File: src/rtl/jump_sequencer.sv
// Jump game sequencer: idle/armed/air/over FSM driving jump commands and the score.
// Define JUMP_QUEUE_EN to buffer one press made while airborne and replay it after landing.
module jump_sequencer #(
    parameter int LAND_TIMEOUT_MS = 100,
    parameter int SCORE_WIDTH     = 10
) (
    input  logic                   clk,
    input  logic                   rst,
    input  logic                   btn_left,
    input  logic                   btn_right,
    input  logic                   one_ms_tick,
    input  logic                   landed,
    input  logic                   game_over,
    output logic                   module_en,
    output logic                   jump_left,
    output logic                   jump_right,
    output logic [SCORE_WIDTH-1:0] score,
    output logic                   in_air
);

    localparam int CNT_W = (LAND_TIMEOUT_MS < 1) ? 1 : $clog2(LAND_TIMEOUT_MS + 1);
    localparam logic [CNT_W-1:0]       CNT_MAX   = CNT_W'(LAND_TIMEOUT_MS);
    localparam logic [SCORE_WIDTH-1:0] SCORE_MAX = '1;

    localparam logic [1:0] S_IDLE  = 2'd0;
    localparam logic [1:0] S_ARMED = 2'd1;
    localparam logic [1:0] S_AIR   = 2'd2;
    localparam logic [1:0] S_OVER  = 2'd3;

    logic [1:0]             state, state_d;
    logic                   btn_left_q, btn_right_q;
    logic [CNT_W-1:0]       cnt, cnt_d, cnt_inc;
    logic                   released, released_d;
    logic [SCORE_WIDTH-1:0] score_d;
    logic                   jl_d, jr_d;
    logic                   press_l, press_r, any_press, both_low;
    logic                   launch, launch_right;
`ifdef JUMP_QUEUE_EN
    logic                   q_valid, q_valid_d;
    logic                   q_right, q_right_d;
`endif

    assign press_l   = btn_left & ~btn_left_q;
    assign press_r   = btn_right & ~btn_right_q;
    assign any_press = press_l | press_r;
    assign both_low  = ~btn_left_q & ~btn_right_q;
    assign cnt_inc   = (cnt == CNT_MAX) ? cnt : cnt + CNT_W'(1);

    always_comb begin
        state_d      = state;
        score_d      = score;
        cnt_d        = cnt;
        released_d   = released;
        jl_d         = 1'b0;
        jr_d         = 1'b0;
        launch       = 1'b0;
        launch_right = 1'b0;
`ifdef JUMP_QUEUE_EN
        q_valid_d    = q_valid;
        q_right_d    = q_right;
`endif
        case (state)
            S_IDLE: begin
                if (any_press) begin
                    score_d = '0;
                    state_d = S_ARMED;
                end
            end
            S_ARMED: begin
                if (game_over) begin
                    state_d    = S_OVER;
                    released_d = 1'b0;
                end else begin
                    launch       = any_press;
                    launch_right = press_r & ~press_l;
`ifdef JUMP_QUEUE_EN
                    // A press buffered during the previous flight wins over a fresh one.
                    if (q_valid) begin
                        launch       = 1'b1;
                        launch_right = q_right;
                        q_valid_d    = 1'b0;
                    end
`endif
                    if (launch) begin
                        jl_d    = ~launch_right;
                        jr_d    = launch_right;
                        cnt_d   = '0;
                        state_d = S_AIR;
                    end
                end
            end
            S_AIR: begin
                if (game_over) begin
                    state_d    = S_OVER;
                    released_d = 1'b0;
                end else if (landed) begin
                    score_d = (score == SCORE_MAX) ? score : score + SCORE_WIDTH'(1);
                    state_d = S_ARMED;
                end else if (one_ms_tick) begin
                    cnt_d = cnt_inc;
                    if (cnt_inc >= CNT_MAX) begin
                        state_d    = S_OVER;
                        released_d = 1'b0;
                    end
                end
`ifdef JUMP_QUEUE_EN
                if (state_d != S_OVER && any_press) begin
                    q_valid_d = 1'b1;
                    q_right_d = press_r & ~press_l;
                end
`endif
            end
            default: begin
                // Buttons held when the game ended must be let go before a restart press counts.
                if (both_low)
                    released_d = 1'b1;
                if (any_press && (released || both_low))
                    state_d = S_IDLE;
            end
        endcase
`ifdef JUMP_QUEUE_EN
        if (state_d == S_OVER)
            q_valid_d = 1'b0;
`endif
    end

    always_ff @(posedge clk or posedge rst) begin
        if (rst) begin
            state       <= S_IDLE;
            btn_left_q  <= 1'b0;
            btn_right_q <= 1'b0;
            cnt         <= '0;
            released    <= 1'b0;
            score       <= '0;
            module_en   <= 1'b0;
            jump_left   <= 1'b0;
            jump_right  <= 1'b0;
            in_air      <= 1'b0;
        end else begin
            state       <= state_d;
            btn_left_q  <= btn_left;
            btn_right_q <= btn_right;
            cnt         <= cnt_d;
            released    <= released_d;
            score       <= score_d;
            module_en   <= (state_d != S_IDLE);
            jump_left   <= jl_d;
            jump_right  <= jr_d;
            in_air      <= (state_d == S_AIR);
        end
    end

`ifdef JUMP_QUEUE_EN
    always_ff @(posedge clk or posedge rst) begin
        if (rst) begin
            q_valid <= 1'b0;
            q_right <= 1'b0;
        end else begin
            q_valid <= q_valid_d;
            q_right <= q_right_d;
        end
    end
`endif

endmodule

File: config.mk
export PLATFORM = sky130hd
export DESIGN_NAME = jump_sequencer
export DESIGN_NICKNAME = d
export VERILOG_FILES = /design/src/rtl/jump_sequencer.sv
export SDC_FILE = /design/constraint.sdc
export NUM_CORES = 1
export LEC_CHECK = 0
export CAP_MARGIN = 0
export CORE_MARGIN = 2
export CORE_UTILIZATION = 50
export CTS_BUF_LIST = sky130_fd_sc_hd__clkbuf_2
export CTS_CLUSTER_DIAMETER = 30
export DETAILED_ROUTE_END_ITERATION = 12
export PLACE_DENSITY = 0.73
export SYNTH_ARGS = -nofsm -noshare
export SYNTH_HDL_FRONTEND = slang
export SYNTH_SLANG_ARGS = --single-unit
File: constraint.sdc
create_clock -name clk -period 3.4 [get_ports clk]
set_input_delay 0.68 -clock clk [delete_from_list [all_inputs] [get_ports clk]]
set_output_delay 0.68 -clock clk [all_outputs]
set_load 0.1 [all_outputs]
==> impl_results.md <==
* Total GRT Usage at 21.9%
* Hold WS at 0.541 ns
* Fin Clk Skew at 0.00365 ns
* Most frequent cells in the layout: dfrtp_1, nand2_1, o21ai_0
* Area after DPL at 1820 µm²
* Final hold vios at 0
* Post-route design area at 1870 µm²
* Critical path's top delay family: buffers and inverters
* Iteration-0 DRC Markers at 94
* EDFF count, synth at 0
* Hold_buf cts at 0
* Synth Flop Type: dfrtp_1
* Worst VDD drop at 0.459 mV
* Slew Viols, Final at 0
* Starting Density at 52.7%
* Gpl congestion at 0.850
* Leading area contributor after synthesis: dfrtp_1
* Area grow syn2layout at 15.2%
* Row cnt at 20
* Seq/Total Area, Yosys at 40.1%
* Share of the clock period used by the worst path at 75.5%
* Die Span X at 61.0 µm
* Register area at 651 µm²
* Initial antenna violation count at 0
* Slew @ Worst Pin at 0.976 ns
* Share of cells above drive strength 1 at 11.9%
* ANT nets after route at 0
* CTS Buffer Depth at 2
* Endpoints failing setup at 0
* Syn Nets at 198
* Critical path origin: jump_left
* Crit-path cells: clkdlybuf4s50_1
* Vias in the first global route at 1,336
* Avg Vias per Cell at 5.95
* Post-CTS Setup Inserts at 0
* First-pass GRT wire length at 6060 µm
* Per-cell routed wire length at 14.9 µm
* Yosys warnings at 0
* Max-slew headroom at 34.8%
* TritonCTS Sinks at 26
* Setup ws final at 0.833 ns
* Footprint of the multi-input gates at 886 µm²
* Pre-CTS setup slack at 0.684 ns
* Pwr Total at 1.36 mW
* Yosys cell types at 45
* Drt total wl at 3640 µm
* Most common cell after layout, fill and taps aside: dfrtp_1
* Synth top area cells: dfrtp_1, ha_1, o21ai_0
* Outcome: complete, no violations
* Die footprint at 3710 µm²
* I/O pin count at 21
* Hold_sp: released
* Die H at 61.0 µm
* Fin Setup TNS at 0 ns
* Final HPWL DP at 2740 µm
* Worst r2r src: state[0]
* Area of the mapped netlist at 1620 µm²
* Clk_lat worst skew at 0.35 ns
* Critical Path AT at 1.89 ns
* H-Tree Depth at 1
* Antenna Cells at 0
* DRC at 0
* Critical path type: reg2out
* CTS tree: yes
* Worst setup SP type: flop
* Syn Area/Cell at 8.81 µm²
* Power per Cell Area at 730 nW/µm²
* Final global-route overflow total at 0
* Fraction of registers with async set/reset at 100%
* Crit-path slowest cell: clkdlybuf4s50_1
* Fillers at 293
* Max Clock Freq at 390 MHz
* Total CTS buffers at 3
* Share of the synthesized area in the top cell type at 40.1%
* Synthesized flop and latch total at 26
* CTS Root Cell: clkbuf_2
* Worst path max stage delay at 1.13 ns
* CP required at 2.72 ns
* Post-CTS resize count at 0
* Final nets at 216
* Crit end category: primary output
* Period minus WS final at 2.57 ns
* Bufs and invs on worst path at 1
* Max-Cap Viols at 0
* Worst Path Max Fanout at 1
* TritonRoute pass-1 iters at 5
* Core ar. at 3080 µm²
* Largest net degree at the start of global routing at 27
* Hold WC Path Type: reg2reg
* Vias at 1,457
* P_leak at 0.831 nW
* RSZ-0062 raised after global routing: no
* Clock Pin Slew Worst Setup and Hold Paths at 0.25 ns
* PortBufs at 20
* Syn Inst Count at 184
routing by layer:
| metal | vias up | global-route usage (%) | wire length [µm] |
|---|---|---|---|
| li1 | 710 | - | - |
| met1 | 711 | 30.4 | 1680 |
| met2 | 30 | 35.8 | 1820 |
| met3 | 6 | 2.99 | 103 |
| met4 | 0 | 6.52 | 42 |
| met5 | - | 0 | 0 |
final cells by class:
| cell class | instances | share of cell area (%) |
|---|---|---|
| flip-flops and latches | 26 | 34.8 |
| repair buffers | 21 | 9.78 |
| clock inverters | 1 | 1.61 |
| multi-input cells | 137 | 47.4 |
| clock buffers | 3 | 0.804 |
| well taps | 44 | 2.95 |
| inverters | 13 | 2.61 |
state kept, by name, indices dropped and copies added, names as in the netlist:
name	cells
btn_left_q	1
btn_right_q	1
cnt	7
in_air	1
jump_left	1
jump_right	1
module_en	1
released	1
score	10
state	2
kinds of logic (layout without fill, tap and decap cells):
family | count (synthesis) | in the layout | share of synthesized area, %
buffers and inverters | 21 | 38 | 5.25
DFF | 26 | 26 | 40.1
and+or+nand+nor | 65 | 65 | 21.7
xor gates and xnor gates | 2 | 2 | 1.54
adders and majority gates | 7 | 7 | 5.40
muxes | 1 | 1 | 0.617
AOI/OAI and AO/OA | 62 | 62 | 25.4
synth_stat cells (all sizes together) (2+ instances only):
| master | instances |
|---|---|
| nand2 | 15 |
| o21ai | 23 |
| a21o | 4 |
| nand3b | 2 |
| nor2 | 6 |
| or3 | 2 |
| a21oi | 6 |
| a31oi | 6 |
| buf | 5 |
| and2 | 3 |
| a21boi | 2 |
| o21a | 2 |
| dfrtp | 26 |
| o41ai | 2 |
| nand2b | 3 |
| o221ai | 3 |
| and3 | 5 |
| inv | 13 |
| o31ai | 3 |
| nor2b | 6 |
| clkbuf | 3 |
| nand4 | 4 |
| a22o | 3 |
| nand3 | 9 |
| a311oi | 2 |
| ha | 7 |
| nor3 | 7 |
power by group:
part / total (mW) / internal [mW] / switching [mW]
clock network: 0.196 / 0.101 / 0.0947
registers: 0.445 / 0.368 / 0.0772
logic: 0.722 / 0.224 / 0.497
total: 1.36 / 0.694 / 0.669
per-stage QoR:
stage | std cells | utilization [%]
floorplan | 184 | -
global placement | 241 | 59.2
detailed placement | 241 | 59.2
CTS | 245 | 60.7
global route | 245 | 60.7
finish | 245 | 60.7
final timing paths:
kind                             end  slack, ns  depth (start not counted)
setup / recovery           jump_left       0.83                          1
hold / removal              released       0.54                          2
setup reg to reg            score[5]       0.96                          8
hold reg to reg             released       0.54                          2
max in group asynchronous   released       2.01                          2
min in group asynchronous   score[4]       0.81                          2
worst min-delay path, cell delays in order (launching register included):
cell and delay (ns):
dfrtp_1 0.44, inv_1 0.05, mux2i_1 0.05
Note: power is estimated with default switching activity, not from simulation.
